[src/rtl/led_seq_ctrl.sv]
// led_seq_ctrl: command-driven sequencer for a single board LED.
// Modes: OFF, steady ON, continuous BLINK, or a finite BURST of flashes
// followed by an LED-off gap. All timing comes from an internal
// millisecond prescaler running off sys_clk.
//
// Command handshake: a command transfers on a rising sys_clk edge when
// cmd_valid && cmd_ready && !abort. cmd_ready is a pure decode of the state
// and does not depend on cmd_valid. The driver holds the command fields
// stable while cmd_valid is high.
//
// Optional build macro LED_SEQ_STATS_EN adds burst_cnt, a saturating count
// of completed BURST commands.
//
// The FSM state is held in state_q (type state_t) so checkers can bind to it.
module led_seq_ctrl #(
  parameter int CLK_FREQ_HZ = 200_000_000,
  parameter int PERIOD_W    = 16,
  parameter int COUNT_W     = 8
) (
  input  logic                sys_clk,
  input  logic                rst_n,
  input  logic                cmd_valid,
  output logic                cmd_ready,
  input  logic [1:0]          cmd_mode,
  input  logic [PERIOD_W-1:0] cmd_half_ms,
  input  logic [COUNT_W-1:0]  cmd_count,
  input  logic [PERIOD_W-1:0] cmd_gap_ms,
  input  logic                abort,
  output logic                led,
  output logic                busy,
  output logic                done
`ifdef LED_SEQ_STATS_EN
  ,
  output logic [15:0]         burst_cnt
`endif
);

  localparam int PRESC_MAX = CLK_FREQ_HZ / 1000 - 1;
  localparam int PRESC_W   = (PRESC_MAX > 0) ? $clog2(PRESC_MAX + 1) : 1;
  localparam logic [PRESC_W-1:0] PRESC_TERM = PRESC_W'(PRESC_MAX);

  localparam logic [1:0] MODE_OFF   = 2'd0;
  localparam logic [1:0] MODE_ON    = 2'd1;
  localparam logic [1:0] MODE_BLINK = 2'd2;
  localparam logic [1:0] MODE_BURST = 2'd3;

  typedef enum logic [2:0] {
    S_IDLE   = 3'd0,
    S_STEADY = 3'd1,
    S_PH_ON  = 3'd2,
    S_PH_OFF = 3'd3,
    S_GAP    = 3'd4
  } state_t;

  state_t              state_q, state_d;
  logic [PRESC_W-1:0]  presc_q, presc_d;
  logic [PERIOD_W-1:0] phase_q, phase_d;
  logic [COUNT_W-1:0]  flash_q, flash_d;
  logic [1:0]          mode_q, mode_d;
  logic [PERIOD_W-1:0] half_q, half_d;
  logic [COUNT_W-1:0]  count_q, count_d;
  logic [PERIOD_W-1:0] gap_q, gap_d;
  logic                led_q, led_d;
  logic                done_q, done_d;

  logic                tick;
  logic                accept;
  logic [PERIOD_W-1:0] half_last;
  logic [PERIOD_W-1:0] gap_last;
  logic [COUNT_W-1:0]  flash_inc;

  assign tick      = (presc_q == PRESC_TERM);
  assign accept    = cmd_valid && cmd_ready && !abort;
  // half_q is never 0 once latched (0 is stored as 1), so half_last cannot underflow in a phase state.
  assign half_last = half_q - PERIOD_W'(1);
  // GAP is only entered with gap_q >= 1.
  assign gap_last  = gap_q - PERIOD_W'(1);
  // flash_q stays below count_q while flashing, so this never wraps.
  assign flash_inc = flash_q + COUNT_W'(1);

  // Continuous modes may be pre-empted; a running BURST may not.
  assign cmd_ready = (state_q == S_IDLE) || (state_q == S_STEADY) ||
                     (((state_q == S_PH_ON) || (state_q == S_PH_OFF)) &&
                      (mode_q == MODE_BLINK));
  assign busy      = (state_q != S_IDLE);
  assign led       = led_q;
  assign done      = done_q;

  // Next-state, counters and latched command; abort > accept > tick.
  always_comb begin
    state_d = state_q;
    presc_d = tick ? '0 : presc_q + PRESC_W'(1);
    phase_d = phase_q;
    flash_d = flash_q;
    mode_d  = mode_q;
    half_d  = half_q;
    count_d = count_q;
    gap_d   = gap_q;
    done_d  = 1'b0;

    if (abort && (state_q != S_IDLE)) begin
      state_d = S_IDLE;
      presc_d = '0;
      phase_d = '0;
      flash_d = '0;
    end else if (accept) begin
      mode_d  = cmd_mode;
      half_d  = (cmd_half_ms == '0) ? PERIOD_W'(1) : cmd_half_ms;
      count_d = cmd_count;
      gap_d   = cmd_gap_ms;
      presc_d = '0;
      phase_d = '0;
      flash_d = '0;
      case (cmd_mode)
        MODE_OFF: begin
          state_d = S_IDLE;
          done_d  = 1'b1;
        end
        MODE_ON:    state_d = S_STEADY;
        MODE_BLINK: state_d = S_PH_ON;
        default: begin
          if (cmd_count == '0) begin
            if (cmd_gap_ms == '0) begin
              state_d = S_IDLE;
              done_d  = 1'b1;
            end else begin
              state_d = S_GAP;
            end
          end else begin
            state_d = S_PH_ON;
          end
        end
      endcase
    end else if (tick) begin
      case (state_q)
        S_PH_ON: begin
          if (phase_q == half_last) begin
            state_d = S_PH_OFF;
            phase_d = '0;
          end else begin
            phase_d = phase_q + PERIOD_W'(1);
          end
        end
        S_PH_OFF: begin
          if (phase_q == half_last) begin
            phase_d = '0;
            if (mode_q == MODE_BURST) begin
              flash_d = flash_inc;
              if (flash_inc == count_q) begin
                if (gap_q == '0) begin
                  state_d = S_IDLE;
                  done_d  = 1'b1;
                end else begin
                  state_d = S_GAP;
                end
              end else begin
                state_d = S_PH_ON;
              end
            end else begin
              state_d = S_PH_ON;
            end
          end else begin
            phase_d = phase_q + PERIOD_W'(1);
          end
        end
        S_GAP: begin
          if (phase_q == gap_last) begin
            state_d = S_IDLE;
            phase_d = '0;
            done_d  = 1'b1;
          end else begin
            phase_d = phase_q + PERIOD_W'(1);
          end
        end
        default: ;
      endcase
    end
  end

  // LED is registered from the next state so it follows a command one cycle after accept.
  assign led_d = (state_d == S_STEADY) || (state_d == S_PH_ON);

  // State, counters, latched command and registered outputs.
  always_ff @(posedge sys_clk or negedge rst_n) begin
    if (!rst_n) begin
      state_q <= S_IDLE;
      presc_q <= '0;
      phase_q <= '0;
      flash_q <= '0;
      mode_q  <= MODE_OFF;
      half_q  <= '0;
      count_q <= '0;
      gap_q   <= '0;
      led_q   <= 1'b0;
      done_q  <= 1'b0;
    end else begin
      state_q <= state_d;
      presc_q <= presc_d;
      phase_q <= phase_d;
      flash_q <= flash_d;
      mode_q  <= mode_d;
      half_q  <= half_d;
      count_q <= count_d;
      gap_q   <= gap_d;
      led_q   <= led_d;
      done_q  <= done_d;
    end
  end

`ifdef LED_SEQ_STATS_EN
  // done_d fires for an OFF accept or a BURST completion; exclude the OFF case.
  logic burst_done;
  assign burst_done = done_d && !(accept && (cmd_mode == MODE_OFF));

  // Saturating count of completed bursts, cleared only by reset.
  always_ff @(posedge sys_clk or negedge rst_n) begin
    if (!rst_n) begin
      burst_cnt <= '0;
    end else if (burst_done && (burst_cnt != 16'hFFFF)) begin
      burst_cnt <= burst_cnt + 16'd1;
    end
  end
`endif

endmodule

[config.mk]
export PLATFORM = sky130hd
export DESIGN_NAME = led_seq_ctrl
export DESIGN_NICKNAME = d
export VERILOG_FILES = /design/src/rtl/led_seq_ctrl.sv
export SDC_FILE = /design/constraint.sdc
export NUM_CORES = 1
export LEC_CHECK = 0
export CAP_MARGIN = 30
export CELL_PAD_IN_SITES_DETAIL_PLACEMENT = 2
export CELL_PAD_IN_SITES_GLOBAL_PLACEMENT = 2
export CORE_AREA = 2 2 122 124
export CTS_BUF_LIST = sky130_fd_sc_hd__clkbuf_4
export DETAILED_ROUTE_END_ITERATION = 10
export DIE_AREA = 0 0 124 126
export DONT_BUFFER_PORTS = 1
export GPL_ROUTABILITY_DRIVEN = 0
export PLACE_DENSITY_LB_ADDON = 0.15
export SLEW_MARGIN = 15
export SYNTH_ARGS = -nofsm -noshare
export SYNTH_HDL_FRONTEND = slang
export SYNTH_SLANG_ARGS = --single-unit
[constraint.sdc]
create_clock -name sys_clk -period 3.55 [get_ports sys_clk]
set_input_delay 0.5325 -clock sys_clk [delete_from_list [all_inputs] [get_ports sys_clk]]
set_output_delay 0.5325 -clock sys_clk [all_outputs]
set_load 0.005 [all_outputs]
# [After elaboration in Yosys (flattened, before gate mapping)]
# Cells that the tools add are included.
[op_classes] addsub=5 eq_ne=14 muxes=41 n_bitwise=1 n_reduce_logical=26
[ops] operator="16-bit two-way mux" n=6
[ops] operator="18-bit two-way mux" n=3
[ops] operator="16-bit logical NOT" n=3
[ops] operator="8-bit two-way mux" n=6
[ops] operator="3-bit two-way mux" n=11
[ops] operator="16-bit == test" n=2
[ops] operator="16-bit case mux with 2 select lines" n=1
[ops] operator="16-bit by 1-bit subtractor with 16-bit output (second input constant)" n=2
[ops] operator="18-bit by 1-bit adder with 18-bit output (second input constant)" n=1
[ops] operator="18-bit == test (second input constant)" n=1
[ops] operator="3-bit case mux with 3 select lines" n=2
[ops] operator="16-bit by 1-bit adder with 16-bit output (second input constant)" n=1
[ops] operator="3-bit nonzero test" n=5
[ops] operator="1-bit two-way mux" n=10
[ops] operator="3-bit by 2-bit == test with 1-bit output (second input constant)" n=3
[ops] operator="8-bit by 1-bit adder with 8-bit output (second input constant)" n=1
[ops] operator="8-bit == test" n=1
[ops] operator="8-bit logical NOT" n=1
[ops] operator="2-bit == test (second input constant)" n=3
[ops] operator="3-bit by 1-bit == test with 1-bit output (second input constant)" n=2
[ops] operator="1-bit logical AND" n=4
[ops] operator="1-bit logical OR" n=4
[ops] operator="1-bit case mux with 2 select lines" n=2
[ops] operator="2-bit AND reduction" n=2
[ops] operator="9 further kinds" n=10
[word_totals] regBits=89 out_inout_bits=4 elab_cells=97

# [Longest topological paths before layout]
[logic_depth] word_depth=11 mapped_depth=12 ltp_nobuf=10

# [Worst setup path after synthesis]
# OpenSTA, ideal clock, no wires.
[synth_path] kind="register -> register" startpoint="register gap_q[0]" endpoint="register phase_q[5]" arrival_time_ps=2616 required_time_ps=3427 slack_ps=810 path_stages_with_launch=13 n_path_buf=2 synth_period_minus_slack_ps=2740 path_cell_list="dfrtp_1 > inv_1 > ha_1 > or4b_1 > buf_2 > nor3_1 > o2111ai_1 > or4_4 > nor3_2 > a21boi_2 > buf_6 > o221ai_2 > nand2_1"
[synth_between] elab_chain_cells=7
[synth_rtl] item="start: declaration" line_no="62" source="logic [PERIOD_W-1:0] gap_q, gap_d;"
[synth_rtl] item="start signal: assignment" line_no="204" source="gap_q <= gap_d;"
[synth_rtl] item="16-bit by 1-bit subtractor with 16-bit output" line_no="77" source="assign gap_last = gap_q - PERIOD_W'(1);"
[synth_rtl] item="16-bit == test" line_no="167" source="if (phase_q == gap_last) begin"
[synth_rtl] item="16-bit two-way mux" line_no="167"
[synth_rtl] item="16-bit case mux with 2 select lines" line_no="135" source="case (state_q)"
[synth_rtl] item="16-bit two-way mux" line_no="134" source="end else if (tick) begin"
[synth_rtl] item="16-bit two-way mux" line_no="106" source="end else if (accept) begin"
[synth_rtl] item="16-bit two-way mux" line_no="101" source="if (abort && (state_q != S_IDLE)) begin"
[synth_rtl] item="end signal: assignment" line_no="199" source="phase_q <= phase_d;"
[synth_rtl] item="end: declaration" line_no="57" source="logic [PERIOD_W-1:0] phase_q, phase_d;"
# Every way passes these cells. The select of a mux whose other input is x is not followed.
# A chain may end at the register's enable or synchronous reset.

# [Final worst setup path]
[layout_path] startpoint="register gap_q[0]" endpoint="register phase_q[14]"
# Same word-level chain as after synthesis.

==> run metrics <==
cell area power density=481 nW/um^2; CTS tree=yes; post-synth top area share=37.8%; final net count=668; worst r2r dst=phase_q[14]$_DFFE_PN0P_; drt first pass iters=4; largest net degree at the start of global routing=90; worst hold endpoint=half_q[10]$_DFFE_PN0P_; Yosys cell types=75; post-CTS resize count=0; Layout area overhead=4.72%; reg2reg start=gap_q[0]$_DFFE_PN0P_; placed insts=788; sequential share of the synthesized area=37.8%; Die X=124 microns; final worst-path cycle share=92.3%; Critical Path AT=3.68 ns; initial antenna violation count=0; ANT cells=0; dominant synthesized flop cell=dfrtp_1; first-pass GRT wire length=27.9 mm; Max Clk Rate=305 MHz; RSZ-0062 raised after global routing=no; Setup Buffers After CTS=0; gr ovfl total=0; Via density=5.90; skew final=0.0148 ns; Synth area leader=dfrtp_1; CORE AREA=14300 sq um; layout cells sized above 1=15.1%; Yosys reg bits=89; Initial Utilization=41.1%; cts bufs inserted=9; min-delay src=cmd_half_ms[10]; Die Area=15600 sq um; Worst Path Max Fanout=13; root buffer cell=clkbuf_4; type of origin of the critical path=flop; YS warnings=0; number of fillers in the final layout=1565; post-layout power=2.97 mW; R2R setup slack=0.27 ns; Post-Syn Area per Cell=9.28 sq um; H-Tree Depth=3; EDFF count, synth=0; via count=4748; critical path class=reg -> reg; Syn Nets=685; Ports=50; Setup TNS=0 ns; number of max-cap violations=0; synth top area cells=dfrtp_1 (38%), mux2_2 (6.7%), xnor2_1 (5.8%); worst skew pair latency=0.49 ns; Slew Viols, Final=0; CTS Sinks=89; vias in the first global route=5282; Synth Instances=634; Routed WL=16.6 mm; most frequent cells in the layout=dfrtp_1 (89), nand2_1 (64), nor2_1 (63); Setup violations, final=0; area of the multi-input gates=3380 sq um; peak supply drop=0.163 mV; row cnt=44; status=completed; CTS clock-pin slew for the worst setup and hold paths=0.14 ns; initial DRC count=144; Min-Delay Path Class=in -> reg; Post-Syn Area=5890 sq um; fraction of registers with async set/reset=100%; PortBufs=0; most common library cell in the layout ignoring fill and taps=dfrtp_1; residual DRC count=0; wire length per cell=20.6 microns; Die H=126 microns; minimum clock period=3.28 ns; Total GRT Usage=22.7%; reg2reg path depth=11; CP required=3.95 ns; DP HPWL=12.4 mm; CP endpoint kind=flop; Finished Layout Cells=805; Sequential Area=2230 sq um; Final Hold Fails=0; Worst Hold Depth=2; leakage power total=2.45 nW; Max Buffers Root-to-Sink=2; Max-slew headroom=45.7%; DRT antenna net count=0; Worst Tran Pin Value=0.808 ns
## synthesized netlist by cell type (16+ instances only)
cell	instances
and3_1	16
mux2_2	35
nor2_1	63
nand2_1	64
nand3_1	25
dfrtp_1	89
xor2_1	30
nor4_1	18
o21ai_0	21
nor3_1	26
xnor2_1	39
## worst max-delay path, cell delays in order (launching register included)
cell and delay, ns:
dfrtp_1 0.45, inv_1 0.10, ha_1 0.23, or4b_1 0.65
or3_1 0.38, a311oi_1 0.37, a2bb2oi_2 0.19, a21oi_1 0.08
a21boi_2 0.14, buf_4 0.28, o21ai_2 0.13, o21ai_0 0.20
## metal layers
layer  wire [microns]  up-vias  global-route usage, %
li1                 -     2227                      -
met1             7620     2450                   29.5
met2             8340       52                   38.6
met3              373       19                   3.26
met4              251        0                   7.20
met5                0        -                      0
## report_power, final
group | internal, mW | switching [mW]
Clock | 0.350 | 0.376
Sequential | 1.17 | 0.240
Combinational | 0.375 | 0.459
Total | 1.89 | 1.07
## cells by family (layout without fill, tap and decap cells)
kind of cell / count (synthesis) / count (layout) / share of synthesized area (%)
and+or+nand+nor: 286 / 286 / 26.0
AOI/OAI and AO/OA: 94 / 94 / 12.6
DFF: 89 / 89 / 37.8
xor gates and xnor gates: 69 / 69 / 10.3
buffers and inverters: 52 / 39 / 4.83
muxes: 39 / 39 / 7.38
adders and majority gates: 5 / 5 / 1.06
## stage by stage
step	hold WS [ns]	instance area [sq um]	util, %	setup WS (ns)
2_1_floorplan	0.237	5890	-	0.810
3_3_place_gp	0.239	5950	41.6	0.516
3_5_place_dp	0.240	5950	41.6	0.275
4_1_cts	0.135	6160	43.1	0.242
5_1_grt	0.159	6160	43.1	0.0380
6_report	0.169	6160	43.1	0.274
## worst max-delay path by stage
stage,slack [ns],end,depth (start not counted),startpoint
6_report,0.27,phase_q[14]$_DFFE_PN0P_,11,gap_q[0]$_DFFE_PN0P_
5_1_grt,0.04,flash_q[7]$_DFFE_PN0P_,10,half_q[0]$_DFFE_PN0P_
4_1_cts,0.24,phase_q[14]$_DFFE_PN0P_,11,gap_q[0]$_DFFE_PN0P_
3_5_place_dp,0.28,phase_q[14]$_DFFE_PN0P_,11,gap_q[0]$_DFFE_PN0P_
3_3_place_gp,0.52,phase_q[3]$_DFFE_PN0P_,11,gap_q[0]$_DFFE_PN0P_
2_1_floorplan,0.81,phase_q[5]$_DFFE_PN0P_,12,gap_q[0]$_DFFE_PN0P_
## state kept, by name, indices dropped and copies added (netlist names), 2 cells and up
register	count
count_q	8
half_q	16
state_q	3
gap_q	16
mode_q	2
presc_q	18
flash_q	8
phase_q	16
## cell type report
type | instances | area share [%]
well taps | 184 | 3.74
repair buffers | 10 | 1.58
multi-input cells | 493 | 54.9
flip-flops and latches | 89 | 36.1
clock buffers | 9 | 1.10
clock inverters | 6 | 1.75
inverters | 14 | 0.853
## repair_timing
item	in CTS	in global routing
endpoints found under the hold margin	89	0
hold buffers	2	0
setup endpoints to repair	0	0
(Power assumes the default switching activity.)
